`config.mk`:
```
export PLATFORM = sky130hd
export DESIGN_NAME = hazard_ctrl_unit
export DESIGN_NICKNAME = d
export VERILOG_FILES = /design/src/rtl/hazard_pkg.sv /design/src/rtl/hazard_sat_counter.sv /design/src/rtl/hazard_ctrl_unit.sv
export SDC_FILE = /design/constraint.sdc
export NUM_CORES = 1
export LEC_CHECK = 0
export BUFFER_PORTS_ARGS = -buffer_cell sky130_fd_sc_hd__buf_2
export CORE_ASPECT_RATIO = 0.6
export CORE_MARGIN = 2
export CORE_UTILIZATION = 41
export CTS_BUF_LIST = sky130_fd_sc_hd__clkbuf_8
export CTS_CLUSTER_SIZE = 28
export DETAILED_ROUTE_END_ITERATION = 7
export PLACE_DENSITY = 0.65
export SLEW_MARGIN = 20
export SYNTH_ARGS = -nofsm -noshare
export SYNTH_HDL_FRONTEND = slang
export SYNTH_SLANG_ARGS = --single-unit
```
`constraint.sdc`:
```
create_clock -name clk -period 2.9 [get_ports clk]
set_input_delay 0.58 -clock clk [delete_from_list [all_inputs] [get_ports clk]]
set_output_delay 0.58 -clock clk [all_outputs]
set_load 0.01 [all_outputs]
```
`src/rtl/hazard_pkg.sv`:
```
// ---------------------------------------------------------------------------
// hazard_pkg
//   Shared types for the pipeline hazard controller.
//   fwd_sel_t  : E-stage operand source select (also decoded by the
//                execute_cycle operand mux).
//   mc_state_t : multi-cycle (mul/div) freeze state.
// ---------------------------------------------------------------------------
package hazard_pkg;

    typedef enum logic [1:0] {
        FWD_RF = 2'b00,   // operand from register file
        FWD_W  = 2'b01,   // operand from ResultW
        FWD_M  = 2'b10    // operand from ALU_ResultM
    } fwd_sel_t;

    typedef enum logic {
        MC_IDLE = 1'b0,
        MC_BUSY = 1'b1
    } mc_state_t;

endpackage

```
`src/rtl/hazard_sat_counter.sv`:
```
// ---------------------------------------------------------------------------
// hazard_sat_counter
//   Saturating up-counter used for stall/flush performance events.
//   Ports:
//     clk   in   core clock
//     rst   in   asynchronous active-low reset (clears the count)
//     inc   in   count one event this cycle
//     count out  current value; holds at all-ones
// ---------------------------------------------------------------------------
module hazard_sat_counter
    import hazard_pkg::*;
#(
    parameter int CNT_W = 16
) (
    input  logic             clk,
    input  logic             rst,
    input  logic             inc,
    output logic [CNT_W-1:0] count
);

    logic [CNT_W-1:0] r_count;

    always_ff @(posedge clk or negedge rst) begin
        if (!rst) begin
            r_count <= '0;
        end else if (inc && (r_count != '1)) begin
            r_count <= r_count + CNT_W'(1);
        end
    end

    assign count = r_count;

endmodule

```
`src/rtl/hazard_ctrl_unit.sv`:
```
// ---------------------------------------------------------------------------
// hazard_ctrl_unit
//   Hazard controller for the 5-stage RV32 pipeline. Produces E-stage
//   forwarding selects, load-use / RAW stalls, branch flushes and the
//   multi-cycle-op freeze, plus saturating stall/flush event counters.
//   Hazard outputs are combinational (same-cycle); counters are registered.
//   Every output reads 0 while rst is low.
//   Ports:
//     clk, rst                    clock, asynchronous active-low reset
//     Rs1_D, Rs2_D                source regs of the D-stage instruction
//     Rs1_E, Rs2_E, RD_E          source/dest regs of the E-stage instruction
//     RegWriteE, ResultSrcE       E writes RF / E is a load
//     MCStartE                    E holds a multi-cycle op (level)
//     PCSrcE                      branch/jump taken in E
//     RD_M, RegWriteM             M-stage dest reg / write enable
//     RD_W, RegWriteW             W-stage dest reg / write enable
//     ForwardAE, ForwardBE        operand selects (00 RF, 10 M, 01 W)
//     StallF, StallD, StallE      hold PC / IF-ID / ID-EX
//     FlushD, FlushE, FlushM      bubble into IF-ID / ID-EX / EX-MEM
//     MCBusy                      multi-cycle freeze active
//     StallCnt, FlushCnt          saturating event counters
// ---------------------------------------------------------------------------
module hazard_ctrl_unit
    import hazard_pkg::*;
#(
    parameter int AW     = 5,
    parameter int MC_LAT = 4,
    parameter int FWD_EN = 1,
    parameter int CNT_W  = 16
) (
    input  logic             clk,
    input  logic             rst,
    input  logic [AW-1:0]    Rs1_D,
    input  logic [AW-1:0]    Rs2_D,
    input  logic [AW-1:0]    Rs1_E,
    input  logic [AW-1:0]    Rs2_E,
    input  logic [AW-1:0]    RD_E,
    input  logic             RegWriteE,
    input  logic             ResultSrcE,
    input  logic             MCStartE,
    input  logic             PCSrcE,
    input  logic [AW-1:0]    RD_M,
    input  logic [AW-1:0]    RD_W,
    input  logic             RegWriteM,
    input  logic             RegWriteW,
    output logic [1:0]       ForwardAE,
    output logic [1:0]       ForwardBE,
    output logic             StallF,
    output logic             StallD,
    output logic             StallE,
    output logic             FlushD,
    output logic             FlushE,
    output logic             FlushM,
    output logic             MCBusy,
    output logic [CNT_W-1:0] StallCnt,
    output logic [CNT_W-1:0] FlushCnt
);

    localparam int              MC_W    = $clog2(MC_LAT) + 1;
    localparam logic [MC_W-1:0] MC_LOAD = MC_W'(MC_LAT - 1);

    mc_state_t       r_mc_state;
    logic [MC_W-1:0] r_mc_cnt;

    fwd_sel_t w_fwd_a;
    fwd_sel_t w_fwd_b;
    logic     w_ld_use;
    logic     w_raw;
    logic     w_d_hazard;
    logic     w_mc_start;
    logic     w_mc_busy;
    logic     w_flush_evt;

    // M has the younger result, so it wins over W; x0 is never forwarded.
    function automatic fwd_sel_t fwd_pick(
        input logic [AW-1:0] rs,
        input logic          rw_m,
        input logic [AW-1:0] rd_m,
        input logic          rw_w,
        input logic [AW-1:0] rd_w
    );
        if ((FWD_EN == 0) || (rs == '0)) return FWD_RF;
        if (rw_m && (rd_m == rs))        return FWD_M;
        if (rw_w && (rd_w == rs))        return FWD_W;
        return FWD_RF;
    endfunction

    function automatic logic src_hit(
        input logic [AW-1:0] rs,
        input logic          we,
        input logic [AW-1:0] rd
    );
        return we && (rd != '0) && (rd == rs);
    endfunction

    assign w_fwd_a = fwd_pick(Rs1_E, RegWriteM, RD_M, RegWriteW, RD_W);
    assign w_fwd_b = fwd_pick(Rs2_E, RegWriteM, RD_M, RegWriteW, RD_W);

    // With forwarding only a load result is too late for the next instruction.
    assign w_ld_use = (FWD_EN != 0) && ResultSrcE &&
                      (src_hit(Rs1_D, RegWriteE, RD_E) || src_hit(Rs2_D, RegWriteE, RD_E));

    // Interlock-only: any pending E/M write to a D source must drain first.
    // W is safe because the register file writes in the first half-cycle.
    assign w_raw = (FWD_EN == 0) &&
                   (src_hit(Rs1_D, RegWriteE, RD_E) || src_hit(Rs1_D, RegWriteM, RD_M) ||
                    src_hit(Rs2_D, RegWriteE, RD_E) || src_hit(Rs2_D, RegWriteM, RD_M));

    assign w_d_hazard = w_ld_use || w_raw;

    // Freeze starts in the cycle MCStartE is first seen. The cycle where the
    // counter reads 1 is the release cycle: E completes and MCStartE (possibly
    // still high from the same op) is ignored because the FSM is not idle.
    assign w_mc_start = (r_mc_state == MC_IDLE) && MCStartE && (MC_LAT > 1);
    assign w_mc_busy  = w_mc_start || ((r_mc_state == MC_BUSY) && (r_mc_cnt > MC_W'(1)));

    always_ff @(posedge clk or negedge rst) begin
        if (!rst) begin
            r_mc_state <= MC_IDLE;
            r_mc_cnt   <= '0;
        end else begin
            case (r_mc_state)
                MC_IDLE: begin
                    if (w_mc_start) begin
                        r_mc_state <= MC_BUSY;
                        r_mc_cnt   <= MC_LOAD;
                    end
                end
                MC_BUSY: begin
                    r_mc_cnt <= r_mc_cnt - MC_W'(1);
                    if (r_mc_cnt == MC_W'(1)) begin
                        r_mc_state <= MC_IDLE;
                    end
                end
                default: begin
                    r_mc_state <= MC_IDLE;
                    r_mc_cnt   <= '0;
                end
            endcase
        end
    end

    // Priority: multi-cycle freeze > branch flush > D-stage data hazard.
    always_comb begin
        ForwardAE = FWD_RF;
        ForwardBE = FWD_RF;
        StallF    = 1'b0;
        StallD    = 1'b0;
        StallE    = 1'b0;
        FlushD    = 1'b0;
        FlushE    = 1'b0;
        FlushM    = 1'b0;
        MCBusy    = 1'b0;
        if (rst) begin
            ForwardAE = w_fwd_a;
            ForwardBE = w_fwd_b;
            MCBusy    = w_mc_busy;
            if (w_mc_busy) begin
                StallF = 1'b1;
                StallD = 1'b1;
                StallE = 1'b1;
                FlushM = 1'b1;
            end else if (PCSrcE) begin
                FlushD = 1'b1;
                FlushE = 1'b1;
            end else if (w_d_hazard) begin
                StallF = 1'b1;
                StallD = 1'b1;
                FlushE = 1'b1;
            end
        end
    end

    assign w_flush_evt = PCSrcE && !w_mc_busy;

    hazard_sat_counter #(.CNT_W(CNT_W)) u_stall_cnt (
        .clk   (clk),
        .rst   (rst),
        .inc   (StallF),
        .count (StallCnt)
    );

    hazard_sat_counter #(.CNT_W(CNT_W)) u_flush_cnt (
        .clk   (clk),
        .rst   (rst),
        .inc   (w_flush_evt),
        .count (FlushCnt)
    );

    a_no_x: assert property (@(posedge clk) disable iff (!rst)
        !$isunknown({ForwardAE, ForwardBE, StallF, StallD, StallE,
                     FlushD, FlushE, FlushM, MCBusy, StallCnt, FlushCnt}));

    a_flush_stall_e: assert property (@(posedge clk) disable iff (!rst)
        !(FlushE && StallE));

    // A taken branch cannot come from a multi-cycle op in E.
    a_pc_vs_mc: assert property (@(posedge clk) disable iff (!rst)
        !(PCSrcE && MCStartE));

endmodule

```
==> results.sh, run 1 <==
export IMPL_status="completed"
export IMPL_clk_pin_slew_worst_paths_ns=0.07
export IMPL_numCtsBuffers=5
export IMPL_final_net_count=357
export IMPL_grt_busiest_layer="met1"
export IMPL_hold_viol=0
export IMPL_vias_per_cell=5.013
export IMPL_antenna_found_initial=0
export IMPL_fin_ws_ns=0.4501
export IMPL_grt_pass1_vias=1829
export IMPL_avgSynthCellArea_um2=10.13
export IMPL_start_util_pct=43.24
export IMPL_clock_root_buffer="clkbuf_8"
export IMPL_area_delta_synth_final_pct=26.73
export IMPL_netlist_cell_type_count=35
export IMPL_vias=1885
export IMPL_fp_dieArea_mm2=0.006034
export IMPL_setup_viol=0
export IMPL_rsz0062_at_grt="no"
export IMPL_grt_overflow=0
export IMPL_ir_worst_vdd_v=0.0003071
export IMPL_rrSetupSlack_ns=0.50
export IMPL_core_area_mm2=0.005130
export IMPL_detail_route_antenna_nets=0
export IMPL_postLayoutCellArea_mm2=0.002811
export IMPL_syn_instance_count=219
export IMPL_use_met1_pct=29.19
export IMPL_postCtsHoldBufs=0
export IMPL_dp_slack_ns=0.4412
export IMPL_cts_setup_buffers=0
export IMPL_post_cts_resized=0
export IMPL_drtIter0Drc=74
export IMPL_gp_congestion=0.9186
export IMPL_fin_worst_skew_ns=0.003538
export IMPL_grt_max_degree=21
export IMPL_drt_pass1_iter_count=4
export IMPL_io_buffers=85
export IMPL_post_dp_cell_area_mm2=0.002715
export IMPL_p_per_area_mw_per_mm2=644.1
export IMPL_clock_fmax_mhz=408.2
export IMPL_leakage_nw=1.408
export IMPL_post_route_min_period_ns=2.450
export IMPL_worstPathRequired_ns=2.32
export IMPL_seq_area_frac_synth_pct=40.61
export IMPL_n_antenna_cell=0
export IMPL_startpoint_type="input pin"
export IMPL_grtUsageMet3_pct=4.724
export IMPL_drive_above_1_share_pct=34.19
export IMPL_fp_dieW_um=98.96
export IMPL_tightest_slew_ns=0.7151
export IMPL_drc_errors=0
export IMPL_crit_path_max_fanout=3
export IMPL_synth_fp_nets=266
export IMPL_grt_pass1_wl_um=8935
export IMPL_num_fill_cells=481
export IMPL_cts_buffer_depth=2
export IMPL_row_count=20
export IMPL_tns_ns=0
export IMPL_ys_seq_elements=36
export IMPL_critPathKind="in2out"
export IMPL_cp_end_kind="primary output"
export IMPL_h_tree_depth=2
export IMPL_ios=86
export IMPL_grt_usage_pct=18.93
export IMPL_wirelength_um=5419
export IMPL_maxCapViolations=0
export IMPL_power_w=0.001811
export IMPL_drv_slew=0
export IMPL_routedWlPerCell_um=14.41
export IMPL_synth_warnings=0
export IMPL_use_met2_pct=27.03
export IMPL_clkLatencyLatePin_ns=0.28
export IMPL_cp_arrival_ns=1.87
export IMPL_synthesis_area_mm2=0.002218
export IMPL_hpwlAfterDp_um=4343
export IMPL_max_slew_margin_rel_pct=52.15
export IMPL_clock_sinks=36
export IMPL_hold_class="in2async"
export IMPL_cts_tree="yes"
export IMPL_post_route_period_util_pct=84.48
export IMPL_die_y_um=60.98
cell usage in the layout (no fill, tap or decap), drive strengths merged, types with 2 or more instances in the layout:
cell type / Yosys / final
inv: 7 / 7
and3: 9 / 9
nor4b: 3 / 3
nor3b: 2 / 2
a21oi: 5 / 5
ha: 4 / 4
nand4: 7 / 7
xor2: 30 / 30
buf: 4 / 88
nor3: 12 / 12
nand3: 13 / 13
or3: 2 / 2
mux2: 3 / 3
nor2: 15 / 15
dfrtp: 36 / 36
xnor2: 30 / 30
clkbuf: 0 / 7
nor4: 8 / 8
nand2: 16 / 16
and4: 3 / 3
logic make-up (layout without fill, tap and decap cells):
logic type      after synthesis  in the layout  share of synthesized area [%]
flops                        36             36                          40.61
xor+xnor                     60             60                          23.69
compound gates               12             12                          6.261
mux                           3              3                          1.692
fa+ha+maj                     4              4                          2.256
buf+inv                      11            102                          2.707
simple gates                 93             93                          22.79
worst max-delay path, stage by stage:
cell,delay [ns]
buf_2,0.12
or3_1,0.39
o311a_4,0.33
a41oi_4,0.24
inv_1,0.07
buf_2,0.14
through the flow:
stage	util, %	hold slack, ns	instances
floorplan	-	0.2844	219
global placement	52.93	0.4054	369
detailed placement	52.93	0.4047	369
CTS	54.80	0.09959	376
global route	54.80	0.09036	376
finish	54.80	0.1018	376
layout make-up:
| cell class | instances | area, µm² | share of cell area, % |
|---|---|---|---|
| inverters | 7 | 26.28 | 0.9346 |
| well taps | 66 | 82.58 | 2.937 |
| clock buffers | 7 | 96.34 | 3.427 |
| multi-input cells | 172 | 1257 | 44.73 |
| repair buffers | 88 | 447.9 | 15.93 |
| flip-flops and latches | 36 | 900.9 | 32.04 |
routing by layer:
layer	wire, µm	vias to the layer above
li1	-	948
met1	2890	891
met4	48	0
met2	2237	39
met5	0	-
met3	242	7
synth_stat cells, drive strengths merged:
cell,instances,area [µm²]
dfrtp,36,900.9
xnor2,30,262.8
xor2,30,262.8
nand2,16,60.06
nor2,15,58.81
nand3,13,65.06
nor3,12,65.06
and3,9,56.30
nor4,8,50.05
inv,7,26.28
nand4,7,43.79
a21oi,5,36.29
buf,4,33.78
ha,4,50.05
and4,3,26.28
mux2,3,37.53
nor4b,3,26.28
nor3b,2,15.01
or3,2,12.51
a211oi,1,20.02
a22o,1,8.760
a41oi,1,27.53
and2,1,8.760
and2b,1,10.01
o21ai,1,5.000
o21bai,1,7.510
o22ai,1,12.51
o311a,1,21.27
or4,1,7.510
state kept, by name (all words and copies together) (netlist names):
signal and cells:
u_stall_cnt.count 16, r_mc_state 1, r_mc_cnt 3, u_flush_cnt.count 16
worst paths after layout:
| check | to | start | cells after the start |
|---|---|---|---|
| max in group asynchronous | u_stall_cnt.count[3] | rst | 2 |
| worst max-delay path | StallD | RD_E[0] | 6 |
| min in group clk | u_flush_cnt.count[5] | u_flush_cnt.count[5] | 1 |
| worst min-delay path | r_mc_state | rst | 1 |
| worst min register to register | u_flush_cnt.count[5] | u_flush_cnt.count[5] | 1 |
| worst max register to register | u_stall_cnt.count[12] | r_mc_cnt[0] | 8 |
power by group:
part           leakage, nW  switching (W)  total, W  internal (W)
clock network       0.0503       0.000167  0.000379      0.000211
logic                0.899       0.000349  0.000669      0.000320
registers            0.459       0.000148  0.000763      0.000616
total                 1.41       0.000664   0.00181       0.00115
Power figures use the tool's default switching activity.
==> run 2, diff against run 1 <==
- ABC_AREA: not set -> 1
- PLACE_DENSITY: 0.65 -> 0.63
- clock period: 2.9 -> 2.4 ns (I/O delays scaled with it)
==> run 2 against run 1 <==
Net effect: combinational power up 36%; sequential share of layout area is 4.3 points lower; clock-buffer cell count stayed put; register-to-register slack got worse by 0.04 ns; setup slack lost 0.21 ns; first-iteration DRC count grew 110%; critical path depth is 4 higher; global-route usage grew 0.99 points; critical path type is now reg2out; highest routed layer unchanged.
==> results.sh, run 2 <==
export IMPL_status="completed"
export IMPL_synth_top_area_share_pct=34.29
export IMPL_wirelength_um=6549
export IMPL_grt_overflow=0
export IMPL_fp_dieW_um=107.4
export IMPL_dp_cells=528
export IMPL_syn_instance_count=364
export IMPL_grt_pass1_vias=2369
export IMPL_synth_fp_nets=411
export IMPL_maxCapViolations=0
export IMPL_fin_worst_skew_ns=0.003073
export IMPL_worstPathRequired_ns=1.92
export IMPL_synth_warnings=0
export IMPL_synthArstFlopShare_pct=100.0
export IMPL_cts_setup_buffers=0
export IMPL_synth_edf_count=0
export IMPL_io_buffers=85
export IMPL_grt_usage_pct=19.91
export IMPL_yosysMostFrequentCell="nand2_1"
export IMPL_num_fill_cells=634
export IMPL_n_antenna_cell=0
export IMPL_core_area_mm2=0.006166
export IMPL_cts_tree="yes"
export IMPL_hpwlAfterDp_um=5155
export IMPL_final_net_count=498
export IMPL_drtIter0Drc=155
export IMPL_gp_congestion=0.8787
export IMPL_clock_fmax_mhz=463.2
export IMPL_detail_route_antenna_nets=0
export IMPL_grt_max_degree=37
export IMPL_tns_ns=0
export IMPL_yosys_top_cells_count="nand2_1 (100), inv_1 (41), dfrtp_1 (36), nor2_1 (36), nand3_1 (35)"
export IMPL_row_count=22
export IMPL_post_route_period_util_pct=89.95
export IMPL_crit_path_max_fanout=11
export IMPL_cp_arrival_ns=1.68
export IMPL_numCtsBuffers=5
export IMPL_tightest_slew_ns=0.4647
export IMPL_startpoint_type="register"
export IMPL_fin_ws_ns=0.2413
export IMPL_layout_commonest_cell="nand2_1"
export IMPL_clock_root_buffer="clkbuf_8"
export IMPL_rsz0062_at_grt="no"
export IMPL_cp_end_kind="primary output"
export IMPL_drive_above_1_share_pct=26.99
export IMPL_ir_worst_vdd_v=0.0005163
export IMPL_synth_top_area_cell="dfrtp_1"
export IMPL_ys_seq_elements=36
export IMPL_netlist_cell_type_count=34
export IMPL_clkLatencyLatePin_ns=0.28
export IMPL_post_route_util_pct=52.58
export IMPL_dp_slack_ns=0.4602
export IMPL_post_cts_resized=0
export IMPL_grt_pass1_wl_um=11110
export IMPL_synth_area_top_cells="dfrtp_1 (34%), nand2_1 (14%), xor2_1 (7.3%)"
export IMPL_drt_pass1_iter_count=4
export IMPL_vias=2571
export IMPL_die_y_um=66.01
export IMPL_antenna_found_initial=0
export IMPL_seq_area_frac_synth_pct=34.29
export IMPL_hold_viol=0
export IMPL_drv_slew=0
export IMPL_post_route_min_period_ns=2.159
export IMPL_max_slew_margin_rel_pct=69.02
export IMPL_synth_ff_type="dfrtp_1"
export IMPL_drc_errors=0
export IMPL_cts_buffer_depth=2
export IMPL_setup_viol=0
export IMPL_avgSynthCellArea_um2=7.218
export IMPL_final_cell_mix="nand2_1 (100), buf_2 (85), inv_1 (41)"
export IMPL_h_tree_depth=2
export IMPL_leakage_nw=1.820
export IMPL_clock_sinks=36
export IMPL_layout_cells_non_filler=536
export IMPL_routedWlPerCell_um=12.22
export IMPL_critPathKind="reg2out"
export IMPL_area_delta_synth_final_pct=23.38
export IMPL_ios=86
export IMPL_clk_pin_slew_worst_paths_ns=0.07
export IMPL_p_per_area_mw_per_mm2=739.2
export IMPL_start_util_pct=42.61
export IMPL_hold_class="in2async"
export IMPL_postCtsHoldBufs=0
export IMPL_synthesis_area_mm2=0.002628
export IMPL_fp_dieArea_mm2=0.007086
export IMPL_vias_per_cell=4.797
export IMPL_power_w=0.002397
run 2: changes by cell type in the layout (fill, tap and decap cells not counted), moves of 9 or more:
cell | before | now
nand3_1 | 13 | 35
nor2_1 | 14 | 36
and3_1 | 9 | 0
xnor2_1 | 30 | 13
inv_1 | 7 | 41
nand2_1 | 16 | 100
run 2: cells by family after synthesis:
| kind of cell | count (synthesis) | share of synthesized area, % |
|---|---|---|
| adder cells (fa/ha/maj) | 4 | 1.905 |
| AO/OA/AOI/OAI | 23 | 5.334 |
| buffers and inverters | 56 | 9.190 |
| AND/OR/NAND/NOR | 209 | 37.19 |
| flip-flops | 36 | 34.29 |
| multiplexers | 1 | 0.4285 |
| XOR/XNOR | 35 | 11.67 |
run 2: where the power goes:
part	internal, W	switching, W
logic	0.000348	0.000559
registers	0.000742	0.000162
clock network	0.000367	0.000218
run 2: path summary, 6_finish.rpt:
check	startpoint	depth (start not counted)	endpoint	slack, ns
setup / recovery	r_mc_cnt[1]	10	StallD	0.24
hold / removal	rst	2	r_mc_cnt[1]	0.30
setup reg to reg	r_mc_cnt[1]	11	u_flush_cnt.count[10]	0.46
hold reg to reg	u_stall_cnt.count[13]	2	u_stall_cnt.count[13]	0.53
max in group asynchronous	rst	2	u_stall_cnt.count[11]	1.77
min in group clk	MCStartE	3	r_mc_state	0.49
run 2: stage by stage:
step	area [µm²]	hold WS (ns)
finish	3242	0.3010
global route	3242	0.3406
CTS	3242	0.3134
detailed placement	3115	0.5163
global placement	3115	0.5076
floorplan	2628	0.1844
run 2: critical path: stages, from the launching register on:
cell	delay, ns
dfrtp_1	0.38
inv_1	0.10
ha_1	0.15
inv_1	0.03
o21ai_1	0.10
nand2_1	0.07
nand2_1	0.10
inv_1	0.06
nand2_1	0.12
nand2_4	0.12
buf_2	0.16
run 2: final cells by class:
type | instances | area (µm²) | share of cell area (%)
timing repair buffer | 87 | 440.4 | 13.59
sequential | 36 | 900.9 | 27.79
clock buffer | 7 | 96.34 | 2.972
multi-input combinational | 272 | 1485 | 45.81
inverter | 49 | 183.9 | 5.673
tap | 84 | 105.1 | 3.242
clock inverter | 1 | 30.03 | 0.9263
run 2: metal layers:
layer,vias up,GRT usage [%],share of wire (%)
li1,1323,-,-
met1,1182,29.22,54
met2,64,29.91,41
met3,2,4.236,4.5
met4,0,4.808,0.37
met5,-,0,0
==> run 3, diff against run 2 <==
--- a/config.mk
+++ b/config.mk
@@ -9,3 +9,3 @@
 export BUFFER_PORTS_ARGS = -buffer_cell sky130_fd_sc_hd__buf_2
-export CORE_ASPECT_RATIO = 0.6
+export CORE_ASPECT_RATIO = 1.2
 export CORE_MARGIN = 2
==> constraint.sdc (replaced) <==
create_clock -name clk -period 2.4 [get_ports clk]
set_input_delay 0.12 -clock clk [delete_from_list [all_inputs] [get_ports clk]]
set_output_delay 0.12 -clock clk [all_outputs]
set_load 0.01 [all_outputs]
==> run 3 against run 2 <==
Net effect: setup slack gained 0.28 ns; flip-flop and latch count is the same; critical path depth shrank 1; sequential share of layout area grew 0.28 points; clock power shrank 23%; non-clock buffer count is the same; critical path type unchanged; largest power group is now registers.
==> results.sh, run 3 (synthesis results as in run 2) <==
export IMPL_status="completed"
export IMPL_postLayoutCellArea_mm2=0.003209
export IMPL_vias_per_cell=4.822
export IMPL_post_dp_cell_area_mm2=0.003105
export IMPL_die_y_um=91.70
export IMPL_cts_buffer_depth=2
export IMPL_hold_viol=0
export IMPL_grt_pass1_vias=2558
export IMPL_drtIter0Drc=65
export IMPL_n_antenna_cell=0
export IMPL_numCtsBuffers=5
export IMPL_detail_route_antenna_nets=0
export IMPL_post_route_min_period_ns=1.882
export IMPL_drive_above_1_share_pct=26.55
export IMPL_gp_congestion=0.8297
export IMPL_clock_root_buffer="clkbuf_8"
export IMPL_area_delta_synth_final_pct=22.14
export IMPL_crit_path_max_fanout=20
export IMPL_clock_fmax_mhz=531.3
export IMPL_wirelength_um=6083
export IMPL_grt_max_degree=28
export IMPL_layout_commonest_cell="nand2_1"
export IMPL_fp_dieArea_mm2=0.007068
export IMPL_rsz0062_at_grt="no"
export IMPL_cp_arrival_ns=1.76
export IMPL_max_slew_margin_rel_pct=75.71
export IMPL_core_area_mm2=0.006128
export IMPL_io_buffers=85
export IMPL_clock_sinks=36
export IMPL_clkLatencyLatePin_ns=0.29
export IMPL_antenna_found_initial=0
export IMPL_cp_end_kind="primary output"
export IMPL_startpoint_type="register"
export IMPL_clk_pin_slew_worst_paths_ns=0.07
export IMPL_top_layer="met4"
export IMPL_seqCellArea_um2=900.9
export IMPL_grt_overflow=0
export IMPL_leakage_nw=1.803
export IMPL_tns_ns=0
export IMPL_vias=2575
export IMPL_row_count=31
export IMPL_met2_length_um=3158
export IMPL_setup_viol=0
export IMPL_routedLengthMet1_um=2590
export IMPL_routedWlPerCell_um=11.39
export IMPL_grt_usage_pct=18.53
export IMPL_num_fill_cells=644
export IMPL_met3_length_um=269
export IMPL_fin_worst_skew_ns=0.01147
export IMPL_fp_dieW_um=77.08
export IMPL_tightest_slew_ns=0.3635
export IMPL_p_per_area_mw_per_mm2=696.4
export IMPL_post_cts_resized=0
export IMPL_critPathKind="reg2out"
export IMPL_cts_tree="yes"
export IMPL_ios=86
export IMPL_worstPathRequired_ns=2.28
export IMPL_hold_class="in2reg"
export IMPL_post_route_util_pct=52.37
export IMPL_multi_input_area_mm2=0.001485
export IMPL_drc_errors=0
export IMPL_start_util_pct=42.87
export IMPL_grt_pass1_wl_um=10840
export IMPL_final_cell_mix="nand2_1 (100), buf_2 (85), inv_1 (42)"
export IMPL_drv_slew=0
export IMPL_h_tree_depth=2
export IMPL_maxCapViolations=0
export IMPL_final_net_count=498
export IMPL_drt_pass1_iter_count=4
export IMPL_ir_worst_vdd_v=0.0003243
export IMPL_post_route_period_util_pct=78.43
export IMPL_hpwlAfterDp_um=4848
-- run 3: routing by layer --
layer	vias to the layer above	global-route usage, %
met5	-	0
met4	0	4.464
met3	4	3.051
met2	62	35.38
met1	1182	21.36
li1	1327	-
-- run 3: power breakdown --
group	switching (W)	internal, W
Clock	0.000223	0.000229
Combinational	0.000548	0.000340
Sequential	0.000152	0.000742
-- run 3: final timing paths --
check	from	endpoint	cells past startpoint	slack, ns
max in group asynchronous	rst	u_flush_cnt.count[1]	3	1.49
min reg2reg	u_flush_cnt.count[0]	u_flush_cnt.count[0]	1	0.54
min	MCStartE	r_mc_state	3	0.16
min in group asynchronous	rst	u_flush_cnt.count[14]	2	0.27
max reg2reg	r_mc_cnt[1]	u_flush_cnt.count[10]	11	0.52
max	r_mc_cnt[0]	StallF	9	0.52
-- run 3: what timing repair did --
| action | 4_1_cts | 5_1_grt |
|---|---|---|
| setup endpoints to repair | 0 | 0 |
| hold endpoints to repair | 9 | 0 |
| buffers inserted | 0 | 0 |
| hold buffers | 1 | 0 |
-- run 3: worst max-delay path, cell delays in order (launching register included) --
cell     delay, ns
dfrtp_1       0.41
ha_1          0.21
inv_1         0.05
o21ai_1       0.05
nand2_1       0.08
nand2_1       0.08
inv_1         0.09
nand2_1       0.10
nand2_4       0.24
buf_2         0.18
-- run 3: final cells by class --
cell class                 count  area share (%)
clock inverter                 2          0.3509
timing repair buffer          87           13.80
clock buffer                   6           2.573
sequential                    36           28.07
tap                           82           3.197
multi-input combinational    272           46.28
inverter                      49           5.731
-- run 3: per-stage QoR --
step | setup slack, ns | cells | hold slack [ns] | total power (W)
global placement | 0.5830 | 525 | 0.009928 | 0.001783
finish | 0.5177 | 534 | 0.1578 | 0.002235
global route | 0.2929 | 534 | 0.1616 | 0.002431
floorplan | 0.7840 | 364 | -0.1756 | 0.001531
detailed placement | 0.5318 | 525 | 0.01143 | 0.001805
CTS | 0.4791 | 534 | 0.1331 | 0.002269
